**config.mk**
```make
export PLATFORM = sky130hd
export DESIGN_NAME = muldiv_issue_controller_flat
export DESIGN_NICKNAME = d
export VERILOG_FILES = /design/src/rtl/muldiv_issue_controller_if.sv /design/src/rtl/muldiv_issue_controller.sv /design/src/flat_wrapper.sv
export SDC_FILE = /design/constraint.sdc
export NUM_CORES = 1
export LEC_CHECK = 0
export BUFFER_PORTS_ARGS = -buffer_cell sky130_fd_sc_hd__buf_4
export CORE_ASPECT_RATIO = 1.1
export CORE_UTILIZATION = 35
export CTS_BUF_LIST = sky130_fd_sc_hd__clkbuf_4 sky130_fd_sc_hd__clkbuf_8 sky130_fd_sc_hd__clkbuf_16
export DETAILED_ROUTE_END_ITERATION = 7
export GPL_TIMING_DRIVEN = 0
export PLACE_DENSITY = 0.56
export SLEW_MARGIN = 20
export SYNTH_ARGS = -nofsm -noshare
export SYNTH_HDL_FRONTEND = slang
export SYNTH_SLANG_ARGS = --single-unit
```
**constraint.sdc**
```tcl
create_clock -name clk -period 2.7 [get_ports clk]
set_input_delay 0.27 -clock clk [delete_from_list [all_inputs] [get_ports clk]]
set_output_delay 0.27 -clock clk [all_outputs]
set_load 0.1 [all_outputs]
```
**src/rtl/muldiv_issue_controller_if.sv**
```systemverilog
// Pipeline <-> mul/div issue controller signal bundle.
//   master : EX-stage/pipeline side; drives the op description, flush and external stall.
//   slave  : issue controller; returns the structure stall, unit control pulses and status.
// Signals:
//   isMulDiv, mulDivCode[2:0], op2IsZero, isBranchPredictMiss, extStall  (master -> slave)
//   mulDivStall, unitStart, unitKill, resultValid, busy, curCode[2:0]    (slave -> master)
interface muldiv_issue_controller_if;
  logic       isMulDiv;
  logic [2:0] mulDivCode;
  logic       op2IsZero;
  logic       isBranchPredictMiss;
  logic       extStall;
  logic       mulDivStall;
  logic       unitStart;
  logic       unitKill;
  logic       resultValid;
  logic       busy;
  logic [2:0] curCode;

  modport master (
    output isMulDiv, mulDivCode, op2IsZero, isBranchPredictMiss, extStall,
    input  mulDivStall, unitStart, unitKill, resultValid, busy, curCode
  );

  modport slave (
    input  isMulDiv, mulDivCode, op2IsZero, isBranchPredictMiss, extStall,
    output mulDivStall, unitStart, unitKill, resultValid, busy, curCode
  );
endinterface

```
**src/rtl/muldiv_issue_controller.sv**
```systemverilog
// Mul/div issue controller for the execute stage.
// Detects a mul/div op in EX, pulses unitStart, holds the front of the pipe with a
// structure stall for the op's latency, then presents resultValid until the op moves
// to EX/MEM. A branch mispredict kills an in-flight op.
// Ports:
//   clk  : pipeline clock; state advances on the falling edge, like the stage registers
//   rst  : asynchronous, active-low reset
//   bus  : muldiv_issue_controller_if.slave (op inputs, stall/control/status outputs)
module muldiv_issue_controller #(
  parameter int MUL_LATENCY   = 3,
  parameter int DIV_LATENCY   = 34,
  parameter int DIV_ZERO_FAST = 1,
  parameter int CNT_W         = 6
) (
  input  logic                        clk,
  input  logic                        rst,
  muldiv_issue_controller_if.slave    bus
);

  typedef enum logic [1:0] {IDLE, RUN, DONE} state_t;

  state_t            state, state_nxt;
  logic [CNT_W-1:0]  cnt, cnt_nxt;
  logic [2:0]        cur_code, cur_code_nxt;
  logic [CNT_W-1:0]  lat;
  logic              issue;
  logic              unit_start, stall, kill, res_valid;

  // Stall length of the op currently presented in EX.
  always_comb begin
    if (bus.mulDivCode[2]) begin
      if ((DIV_ZERO_FAST != 0) && bus.op2IsZero) lat = CNT_W'(1);
      else                                       lat = CNT_W'(DIV_LATENCY);
    end else begin
      lat = CNT_W'(MUL_LATENCY);
    end
  end

  // rst gates issue so every output reads 0 while reset is held, even with isMulDiv high.
  assign issue = rst && (state == IDLE) && bus.isMulDiv && !bus.isBranchPredictMiss;

  always_comb begin
    state_nxt    = state;
    cnt_nxt      = cnt;
    cur_code_nxt = cur_code;
    unit_start   = 1'b0;
    stall        = 1'b0;
    kill         = 1'b0;
    res_valid    = 1'b0;
    case (state)
      IDLE: begin
        if (issue) begin
          unit_start   = 1'b1;
          stall        = 1'b1;
          cnt_nxt      = lat - CNT_W'(1);
          cur_code_nxt = bus.mulDivCode;
          state_nxt    = (lat == CNT_W'(1)) ? DONE : RUN;
        end
      end
      RUN: begin
        if (bus.isBranchPredictMiss) begin
          kill      = 1'b1;
          cnt_nxt   = '0;
          state_nxt = IDLE;
        end else begin
          // extStall does not pause the count: the unit runs independently of the pipe.
          stall   = 1'b1;
          cnt_nxt = cnt - CNT_W'(1);
          if (cnt == CNT_W'(1)) state_nxt = DONE;
        end
      end
      DONE: begin
        if (bus.isBranchPredictMiss) begin
          kill      = 1'b1;
          cnt_nxt   = '0;
          state_nxt = IDLE;
        end else begin
          // isMulDiv is still high here for the same op; only leaving DONE frees the slot.
          res_valid = 1'b1;
          if (!bus.extStall) state_nxt = IDLE;
        end
      end
      default: begin
        state_nxt = IDLE;
        cnt_nxt   = '0;
      end
    endcase
  end

  always_ff @(negedge clk or negedge rst) begin
    if (!rst) begin
      state    <= IDLE;
      cnt      <= '0;
      cur_code <= 3'd0;
    end else begin
      state    <= state_nxt;
      cnt      <= cnt_nxt;
      cur_code <= cur_code_nxt;
    end
  end

  assign bus.unitStart   = unit_start;
  assign bus.mulDivStall = stall;
  assign bus.unitKill    = kill;
  assign bus.resultValid = res_valid;
  assign bus.busy        = (state != IDLE);
  assign bus.curCode     = cur_code;

endmodule
```
**src/flat_wrapper.sv**
```systemverilog
// flat-port wrapper written by rule: the top's interface ports become plain ports
module muldiv_issue_controller_flat 
#(
  parameter int MUL_LATENCY   = 3,
  parameter int DIV_LATENCY   = 34,
  parameter int DIV_ZERO_FAST = 1,
  parameter int CNT_W         = 6
)
  (clk, rst, bus_isMulDiv, bus_mulDivCode, bus_op2IsZero, bus_isBranchPredictMiss, bus_extStall, bus_mulDivStall, bus_unitStart, bus_unitKill, bus_resultValid, bus_busy, bus_curCode);
  muldiv_issue_controller_if bus_i ();
  input  logic clk;
  input  logic rst;
  input wire logic [$bits(bus_i.isMulDiv)-1:0] bus_isMulDiv;
  input wire logic [$bits(bus_i.mulDivCode)-1:0] bus_mulDivCode;
  input wire logic [$bits(bus_i.op2IsZero)-1:0] bus_op2IsZero;
  input wire logic [$bits(bus_i.isBranchPredictMiss)-1:0] bus_isBranchPredictMiss;
  input wire logic [$bits(bus_i.extStall)-1:0] bus_extStall;
  output wire logic [$bits(bus_i.mulDivStall)-1:0] bus_mulDivStall;
  output wire logic [$bits(bus_i.unitStart)-1:0] bus_unitStart;
  output wire logic [$bits(bus_i.unitKill)-1:0] bus_unitKill;
  output wire logic [$bits(bus_i.resultValid)-1:0] bus_resultValid;
  output wire logic [$bits(bus_i.busy)-1:0] bus_busy;
  output wire logic [$bits(bus_i.curCode)-1:0] bus_curCode;
  assign bus_i.isMulDiv = bus_isMulDiv;
  assign bus_i.mulDivCode = bus_mulDivCode;
  assign bus_i.op2IsZero = bus_op2IsZero;
  assign bus_i.isBranchPredictMiss = bus_isBranchPredictMiss;
  assign bus_i.extStall = bus_extStall;
  assign bus_mulDivStall = bus_i.mulDivStall;
  assign bus_unitStart = bus_i.unitStart;
  assign bus_unitKill = bus_i.unitKill;
  assign bus_resultValid = bus_i.resultValid;
  assign bus_busy = bus_i.busy;
  assign bus_curCode = bus_i.curCode;
  muldiv_issue_controller #(.MUL_LATENCY(MUL_LATENCY), .DIV_LATENCY(DIV_LATENCY), .DIV_ZERO_FAST(DIV_ZERO_FAST), .CNT_W(CNT_W)) u_core (.clk(clk), .rst(rst), .bus(bus_i));
endmodule
```
Word-level counts from Yosys, hierarchy flattened
Cells that the tools add are included.
{ "totals": {"word_cells": 43, "output_inout_bits": 8, "register_bits": 11, "in_bits": 9} }
{ "op_classes": {"n_addsub": 2, "n_mux": 20, "n_reduce_logical": 10, "eq_ne": 8} }
{ "op_table": {"columns": ["operator", "count"], "rows": [
  ["$mux W6", 5],
  ["$pmux W6 S3", 1],
  ["$eq A6 B1 Y1 const B", 2],
  ["$mux W2", 6],
  ["$sub A6 B1 Y6 const B", 2],
  ["$mux W1", 6],
  ["$pmux W2 S3", 1],
  ["$reduce_and A2 Y1", 2],
  ["$logic_and A1 B1 Y1", 3],
  ["$ne A3 B2 Y1 const B", 1],
  ["$ne A3 B3 Y1 const B", 1],
  ["$reduce_and A3 Y1", 1],
  ["$eq A2 B1 Y1 const B", 1],
  ["$eq A2 B2 Y1 const B", 1],
  ["$logic_not A2 Y1", 1],
  ["$ne A2 B1 Y1 const B", 1],
  ["$ne A2 B2 Y1 const B", 1],
  ["$pmux W1 S2", 1],
  ["$reduce_bool A2 Y1", 1],
  ["$reduce_or A2 Y1", 1],
  ["$logic_not A1 Y1", 1]
]} }

Logic depth before layout (Yosys ltp)
Gate-level depths: netlist of run 1.
{ "logic_depth": {"depth_word": 6, "mapped_depth": 7, "ltp_nobuf": 6} }

==> reports/metrics.cfg, run 1 <==
[synthesis]
synth_edf_count = 0
async_flop_share = 1.000
synth_seq_cells = 11
ys_seq_area_frac = 0.3667
synthTopCellsByArea = dfrtn_1, ha_1, o2bb2ai_2
yosysMostFrequentCell = dfrtn_1
synth_area_per_cell_um2 = 10.01
yosys_warnings = 0
netlist_area_um2 = 750.7
synthCells = 75
ys.flop_type = dfrtn_1
syn_nets = 90
synth_top_area_frac = 0.3667
synth_common_cells = dfrtn_1, inv_1, o21ai_0
ys_types = 29
yosysTopAreaCell = dfrtn_1

[global_route]
gr-total-overflow = 0
grt_max_degree = 14
grt_first_pass_wirelength_um = 2925
grt_pass1_vias = 640
antenna_found_initial = 0
gr-usage-all-layers = 0.1815

[floorplan]
initial_core_util = 0.3715
die_area_um2 = 2334
coreArea_um2 = 2021
die_x_um = 46.16
rows = 17
die_h_um = 50.58
io_pins = 17

[pwr]
vdd_drop_max_v = 0.0006874
power_leakage_nw = 0.4805
pwr_density_cell_nw_per_um2 = 1338
pwr-share-comb = 0.728
switchingPower_mw = 0.7919
pwr-share-clk = 0.088
intPower_mw = 0.6901
p_seq_frac = 0.184
switching_share = 0.5344

[placed_design]
dp_slack_ns = -0.3826
port_buffers = 16
hpwl_um = 1263
gp_congestion = 0.8434

[timing]
rsz0062_at_grt = yes
holdWs_ns = 0.4506
hold_viol = 0
setup_ws_ns = -0.4781
drv_slew = 0
max_slew.worst_pin.slew_ns = 0.4202
maxSlewHeadroom = 0.7173
finClkSkew_ns = 0.01098
setup_viol = 5

[clock_tree]
cts_buffers = 3
cts_tree = built
ctsHtreeMaxLevel = 1
cts-root-buf = clkbuf_4
path_clk_slew_ns = 0.06
clkLatencyLatePin_ns = 0.28
cts_sinks = 11
cts_buffer_depth = 2

[routing]
wl_um = 1862
avgRoutedWirePerCell_um = 14.32
dr.pass1.iters = 4
top_layer = met4
m1WireLength_um = 836
routed-wl-met3_um = 70
drcViolationCount = 0
via_count = 673
detail_route.vias_per_cell = 5.177
ant_nets = 0
drt_iter0_drc = 9
met2_length_um = 925

[outcome]
status = complete, but fails checks
violations = setup timing

[setup_path]
crit_type = register to output port
cp_common_cell = clkinvlp_4
critPathBufInv = 5
r2r_slack_ns = 0.84
endpoint = bus_unitStart
crit_start = u_core.state[0]
crit_path_max_fanout = 4
cp_num_cells = 7
crit_arrival_ns = 2.91
critPathLaunchType = register
crit_family = buffers and inverters
end_kind = output port
slowest_delay_ns = 0.37
crit_slowest_cell = dfrtn_1
r2r_start = u_core.state[0]
cp_cell_sequence = inv_2 -> ha_4 -> clkinvlp_4 -> or2_1 -> buf_6 -> clkinvlp_4 -> buf_12
crit_required_ns = 2.43
r2r-end = u_core.cnt[2]
reg2regPathDepth = 8

[min_path]
worstHoldPathCells = 1
hp-class = register to register

[layout]
fill_cells = 187
area_growth_pct = 47.50
antenna_cells = 0
drive_above_1_share = 0.4608
layout.nets = 118

[flow_run]
maxCapViolations = 0

-- cell families (layout without fill, tap and decap cells) --
logic type	Yosys count	count (layout)	share of synthesized area
multiplexers	3	3	0.04500
buffers and inverters	9	36	0.04666
AO/OA/AOI/OAI	25	25	0.2734
flip-flops	11	11	0.3667
adder cells (fa/ha/maj)	6	6	0.1000
AND/OR/NAND/NOR	21	21	0.1683
-- through the flow --
step | cells | cell area (um2) | util | TNS [ns] | power (mW)
after floorplan | 75 | 784.5 | - | -1.644 | 0.9904
after global placement | 119 | 939.7 | 0.4650 | -1.244 | 1.161
after detailed placement | 119 | 939.7 | 0.4650 | -1.333 | 1.166
after CTS | 129 | 1100 | 0.5443 | -1.631 | 1.457
after global routing | 130 | 1107 | 0.5480 | -1.894 | 1.555
final | 130 | 1107 | 0.5480 | -1.752 | 1.482
-- routing by layer --
| metal | GRT usage | vias to the layer above |
|---|---|---|
| li1 | - | 330 |
| met1 | 0.2084 | 320 |
| met2 | 0.3099 | 18 |
| met3 | 0.04317 | 5 |
| met4 | 0.07353 | 0 |
| met5 | 0 | - |
-- power by group through the flow --
| stage | clock [mW] | combinational [mW] | sequential (mW) |
|---|---|---|---|
| after floorplan | 0 | 0.557 | 0.433 |
| after global placement | 0 | 0.887 | 0.274 |
| after detailed placement | 0 | 0.891 | 0.274 |
| after CTS | 0.132 | 1.05 | 0.271 |
| after global routing | 0.142 | 1.13 | 0.280 |
| final | 0.130 | 1.08 | 0.273 |
-- area by class of cell --
type | count | area (um2) | area share
Buffer | 2 | 15.01 | 0.01356
Clock buffer | 4 | 30.03 | 0.02712
Inverter | 7 | 33.78 | 0.03051
Multi-Input combinational cell | 55 | 483.0 | 0.4362
Sequential cell | 11 | 275.3 | 0.2486
Tap cell | 28 | 35.03 | 0.03164
Timing Repair Buffer | 23 | 235.2 | 0.2124
-- worst min path at each step --
stage | endpoint | from | slack (ns)
after floorplan | u_core.cnt[5] | u_core.cnt[5] | 0.43
after global placement | u_core.cnt[5] | u_core.cnt[5] | 0.44
after detailed placement | u_core.cnt[5] | u_core.cnt[5] | 0.45
after CTS | u_core.cnt[5] | u_core.cnt[5] | 0.45
after global routing | u_core.cnt[5] | u_core.cnt[5] | 0.47
final | u_core.cnt[5] | u_core.cnt[5] | 0.45
-- cell usage in the layout, fill, tap and decap left out, types with 2 or more instances in the layout --
| cell type | Yosys | layout |
|---|---|---|
| and2_1 | 4 | 3 |
| buf_4 | 0 | 18 |
| nand2_1 | 3 | 2 |
| a21oi_1 | 3 | 3 |
| o21ai_0 | 7 | 6 |
| ha_4 | 0 | 2 |
| buf_12 | 0 | 5 |
| mux2_2 | 3 | 3 |
| a32oi_1 | 3 | 3 |
| nor3_1 | 2 | 2 |
| clkinvlp_4 | 0 | 2 |
| clkbuf_4 | 0 | 4 |
| o2bb2ai_2 | 4 | 4 |
| ha_1 | 6 | 4 |
| inv_1 | 7 | 3 |
| dfrtn_1 | 11 | 11 |
| nor2_1 | 4 | 4 |
| inv_2 | 0 | 2 |
-- state kept, by name (all words and copies together), names as in the netlist --
register and count:
u_core.cnt 6, u_core.state 2, u_core.bus.curCode 3
-- repair_timing --
item	in CTS	in global routing
hold buffers	0	0
resized for setup	20	0
pin swaps	1	0
setup endpoints to repair	5	5
setup buffers	6	1
Note: power is estimated with default switching activity, not from simulation.
==> inputs of run 2 (changes only) <==
Settings changed: CORE_UTILIZATION 35 to 39, PLACE_DENSITY 0.56 to 0.61.
==> run 2 against run 1 <==
Effect of this change:
- the run ends with DRC, setup timing left
- clock-buffer cell count is the same
- setup slack improved by 0.032 ns
- critical path depth is the same
- via count rose by 3.9%
==> reports/metrics.cfg, run 2 (same netlist as run 1, synthesis figures left out) <==
[outcome]
status = complete, but fails checks
violations = DRC, setup timing

[clock_tree]
clkLatencyLatePin_ns = 0.27  ; about the same
cts-root-buf = clkbuf_4
path_clk_slew_ns = 0.05  ; about the same
cts_tree = built
ctsHtreeMaxLevel = 1  ; unchanged
cts_sinks = 11  ; unchanged
cts_buffers = 3  ; unchanged
ctsHoldBuffers = 0  ; unchanged
cts_buffer_depth = 2  ; unchanged

[timing]
setup_ws_ns = -0.4461  ; +0.03206 ns
finClkSkew_ns = 0.004923  ; -0.006058 ns
setup_viol = 5  ; unchanged
setup_tns_ns = -1.651  ; +0.1015 ns
maxSlewHeadroom = 0.6952  ; -0.02205
rsz0062_at_grt = yes
max_slew.worst_pin.slew_ns = 0.4572  ; +0.03695 ns
drv_slew = 0  ; unchanged
hold_viol = 0  ; unchanged

[global_route]
grt_pass1_vias = 674  ; +5.3%
gr-usage-all-layers = 0.2008  ; +0.01931
grt_max_degree = 14  ; unchanged
gr-total-overflow = 0  ; unchanged
antenna_found_initial = 0  ; unchanged
grt_first_pass_wirelength_um = 2932  ; +0.24%

[floorplan]
die_x_um = 43.83  ; -5.0%
die_h_um = 48.02  ; -5.1%
io_pins = 17  ; unchanged
die_area_um2 = 2105  ; -9.8%
rows = 16  ; -1
initial_core_util = 0.4167  ; +0.04515
coreArea_um2 = 1802  ; -11%

[layout]
largest_register = u_core.cnt
final_common_cell = buf_4
largest_register_ff_count = 6  ; unchanged
layout.nets = 122  ; +3.4%
final_cell_mix = buf_4, dfrtn_1, o21ai_0, buf_12
antenna_cells = 0  ; unchanged
design_area_um2 = 1136  ; +2.6%
drive_above_1_share = 0.4906  ; +0.02978
final_cells = 124  ; -4.6%
area_growth_pct = 51.33

[setup_path]
crit_slowest_cell = dfrtn_1
r2r_slack_ns = 0.91  ; +0.07 ns
cp_common_cell = clkinvlp_4
cp_cell_sequence = inv_2 -> ha_4 -> clkinvlp_4 -> or2_1 -> buf_6 -> clkinvlp_4 -> buf_12
crit_required_ns = 2.43  ; about the same
crit_arrival_ns = 2.88  ; -0.03 ns
crit_path_max_fanout = 4  ; unchanged
critPathLaunchType = register
crit_type = register to output port
slowest_delay_ns = 0.36  ; about the same
end_kind = output port

[flow_run]
maxCapViolations = 0  ; unchanged

[pwr]
pwr_density_cell_nw_per_um2 = 1324  ; -1.1%
power_leakage_nw = 0.5061  ; +5.3%
vdd_drop_max_v = 0.0008437  ; +23%

[routing]
wl_um = 1777  ; -4.6%
drcViolationCount = 2  ; +2
drt_iter0_drc = 17  ; +8
ant_nets = 0  ; unchanged
dr.pass1.iters = 8  ; +4
detail_route.vias_per_cell = 5.637  ; +8.9%
avgRoutedWirePerCell_um = 14.33  ; about the same
via_count = 699  ; +3.9%

[placed_design]
place_inst = 109  ; -8.4%
hpwl_um = 1237  ; -2.1%
placed_area_um2 = 927.1  ; -1.3%
port_buffers = 16  ; unchanged
dp_slack_ns = -0.3863  ; -0.003754 ns
gp_congestion = 0.8087  ; -4.1%

[min_path]
hp-class = register to register

-- run 2: cell types whose count changed in the layout (fill, tap and decap cells not counted), sizes merged --
cell,delta
buf,+4
-- run 2: repair_timing --
item                       CTS  global route
setup endpoints to repair    5             5
resized for setup           21             1
buffers inserted             9             3
gates cloned                 0             0
pin swaps                    1             1
-- run 2: cell type report --
type	count	area (um2)
plain buffers	2	15.01
clock buffers	4	30.03
fillers	148	665.6
inverters	7	33.78
multi-input cells	55	490.5
flip-flops and latches	11	275.3
well taps	18	22.52
repair buffers	27	269.0
-- run 2: worst paths after layout --
kind / from / end / cells past startpoint
max reg2reg: u_core.state[0] / u_core.cnt[3] / 8
max: u_core.state[1] / bus_unitStart / 7
min in group asynchronous: rst / u_core.bus.curCode[2] / 1
max in group asynchronous: rst / u_core.cnt[5] / 1
min reg2reg: u_core.cnt[5] / u_core.cnt[5] / 1
min: u_core.cnt[5] / u_core.cnt[5] / 1
-- run 2: where the power goes --
group / total, mW / leakage, nW / switching (mW) / internal, mW
sequential: 0.273 / 0.142 / 0.0434 / 0.230
clock: 0.120 / 0.0184 / 0.0527 / 0.0672
combinational: 1.11 / 0.346 / 0.689 / 0.423
total: 1.50 / 0.506 / 0.785 / 0.720
-- run 2: layer usage --
layer | wire length (um) | global-route usage | vias to the layer above
met5 | 0 | 0 | -
met3 | 102 | 0.07170 | 2
li1 | - | - | 338
met2 | 893 | 0.3612 | 25
met4 | 14 | 0.05625 | 0
met1 | 766 | 0.2273 | 334
-- run 2: metrics by stage --
stage	util	power, mW	hold WS, ns
2_1_floorplan	-	0.9904	0.4303
3_3_place_gp	0.5146	1.157	0.4448
3_5_place_dp	0.5146	1.162	0.4483
4_1_cts	0.6201	1.475	0.4483
5_1_grt	0.6306	1.602	0.4734
6_report	0.6306	1.505	0.4456
-- run 2: worst max-delay path, delay by kind of cell (launching register included) --
kind	cells	cell delay, ns
adders and majority gates	1	0.14
buffers and inverters	5	0.52
DFF	1	0.36
and+or+nand+nor	1	0.22
==> inputs of run 3 (changes only) <==
==> constraint.sdc (replaced) <==
create_clock -name clk -period 2.7 [get_ports clk]
set_input_delay 0.27 -clock clk [delete_from_list [all_inputs] [get_ports clk]]
set_output_delay 0.27 -clock clk [all_outputs]
set_load 0.05 [all_outputs]
==> run 3 against run 2 <==
Effect of this change:
- the run still ends with DRC, setup timing left
- cell count fell by 0.81%
- clock power increased by 6%
- combinational power shrank 21%
- critical endpoint unchanged
==> reports/metrics.cfg, run 3 (same netlist as run 1, synthesis figures left out) <==
[global_route]
antenna_found_initial = 0  ; unchanged
gr-total-overflow = 0  ; unchanged
grt_max_degree = 14  ; unchanged
grt_first_pass_wirelength_um = 2980  ; +1.6%
gr-usage-all-layers = 0.2027  ; +0.001940
grt_pass1_vias = 651  ; -3.4%

[clock_tree]
cts-root-buf = clkbuf_4
ctsHtreeMaxLevel = 1  ; unchanged
clkLatencyLatePin_ns = 0.28  ; about the same
cts_tree = built
cts_buffers = 3  ; unchanged
cts_buffer_depth = 2  ; unchanged
cts_sinks = 11  ; unchanged
path_clk_slew_ns = 0.06  ; about the same

[layout]
layout.nets = 121  ; -0.82%
fill_cells = 148  ; unchanged
final_common_cell = buf_4
area_growth_pct = 45.50
final_core_util = 0.6063  ; -0.02431
final_cell_mix = buf_4, dfrtn_1, o21ai_0
largest_register = u_core.cnt
drive_above_1_share = 0.4762  ; -0.01438
antenna_cells = 0  ; unchanged
final_cells = 123  ; -0.81%
largest_register_ff_count = 6  ; unchanged

[floorplan]
io_pins = 17  ; unchanged
die_h_um = 48.02  ; unchanged
coreArea_um2 = 1802  ; unchanged
die_x_um = 43.83  ; unchanged
die_area_um2 = 2105  ; unchanged
initial_core_util = 0.4167  ; unchanged
rows = 16  ; unchanged

[timing]
setup_viol = 5  ; unchanged
hold_viol = 0  ; unchanged
rsz0062_at_grt = yes
drv_slew = 0  ; unchanged
finClkSkew_ns = 0.006523  ; +0.001601 ns
max_slew.worst_pin.slew_ns = 0.4431  ; -0.01406 ns
setup_ws_ns = -0.4475  ; -0.001389 ns
setup_tns_ns = -1.589  ; +0.06141 ns
maxSlewHeadroom = 0.7019  ; +0.006651

[routing]
ant_nets = 0  ; unchanged
drt_iter0_drc = 16  ; -1
drcViolationCount = 3  ; +1
via_count = 712  ; +1.9%
detail_route.vias_per_cell = 5.789  ; +2.7%
wl_um = 1894  ; +6.6%
avgRoutedWirePerCell_um = 15.40  ; +7.5%
dr.pass1.iters = 6  ; -2

[placed_design]
port_buffers = 16  ; unchanged
place_inst = 109  ; unchanged
hpwl_um = 1257  ; +1.7%
dp_slack_ns = -0.2896  ; +0.09668 ns
gp_congestion = 0.8166  ; +0.98%

[setup_path]
end_kind = output port
crit_slowest_cell = dfrtn_1
crit_required_ns = 2.43  ; about the same
crit_type = register to output port
cp_cell_sequence = inv_2 -> ha_4 -> clkinvlp_4 -> or2_1 -> buf_6 -> clkinvlp_4 -> buf_8
crit_path_max_fanout = 4  ; unchanged
critPathLaunchType = register
critPathBufInv = 5  ; unchanged
slowest_delay_ns = 0.37  ; about the same
crit_family = buffers and inverters
cp_common_cell = clkinvlp_4
crit_arrival_ns = 2.88  ; about the same

[pwr]
power_leakage_nw = 0.4884  ; -3.5%
vdd_drop_max_v = 0.0006828  ; -19%
pwr_density_cell_nw_per_um2 = 1168  ; -12%

[flow_run]
maxCapViolations = 0  ; unchanged

[min_path]
hp-class = register to register

[outcome]
status = complete, but fails checks
violations = DRC, setup timing

[run 3: worst reg2reg max path, stage by stage, from the launching register on]
cell and delay (ns):
dfrtn_1 0.45, inv_2 0.07, buf_6 0.12, ha_4 0.15
nor2b_4 0.13, buf_4 0.12, buf_4 0.13, a21oi_2 0.27
o21ai_0 0.20, o2bb2ai_2 0.15
[run 3: timing repair]
item | in CTS | in global routing
hold buffers | 0 | 0
endpoints found under the setup margin | 5 | 5
gates resized for setup | 17 | 0
pin swaps | 2 | 1
buffers inserted | 9 | 3
[run 3: per-layer routing]
layer | routed length (um) | share of wire | global-route usage | up-vias
li1 | - | - | - | 336
met1 | 787 | 0.42 | 0.2397 | 347
met2 | 960 | 0.51 | 0.3552 | 24
met3 | 122 | 0.064 | 0.05660 | 5
met4 | 23 | 0.012 | 0.07500 | 0
met5 | 0 | 0 | 0 | -
[run 3: stage by stage]
| step | total power, mW | hold slack, ns | instance area (um2) |
|---|---|---|---|
| 2_1_floorplan | 0.7957 | 0.4303 | 783.3 |
| 3_3_place_gp | 0.9587 | 0.4449 | 925.9 |
| 3_5_place_dp | 0.9699 | 0.4555 | 925.9 |
| 4_1_cts | 1.263 | 0.4555 | 1089 |
| 5_1_grt | 1.363 | 0.4755 | 1092 |
| 6_report | 1.276 | 0.4571 | 1092 |
[run 3: cell type report]
cell class | instances | area, um2 | share of cell area
flip-flops and latches | 11 | 275.3 | 0.2520
clock buffers | 4 | 30.03 | 0.02749
well taps | 18 | 22.52 | 0.02062
plain buffers | 2 | 15.01 | 0.01375
inverters | 7 | 33.78 | 0.03093
repair buffers | 26 | 232.7 | 0.2131
multi-input cells | 55 | 483.0 | 0.4422
[run 3: power breakdown]
| part | internal [mW] | switching [mW] | total [mW] |
|---|---|---|---|
| Combinational | 0.378 | 0.496 | 0.873 |
| Clock | 0.0673 | 0.0595 | 0.127 |
| Sequential | 0.230 | 0.0461 | 0.276 |
[run 3: worst paths after layout]
check	startpoint	to	slack [ns]	cells past startpoint
max	u_core.state[1]	bus_unitStart	-0.45	7
min	u_core.bus.curCode[1]	u_core.bus.curCode[1]	0.46	1
max reg2reg	u_core.state[0]	u_core.cnt[3]	0.76	9
min reg2reg	u_core.bus.curCode[1]	u_core.bus.curCode[1]	0.46	1
max in group asynchronous	rst	u_core.cnt[3]	1.42	1
min in group asynchronous	rst	u_core.bus.curCode[2]	1.06	1
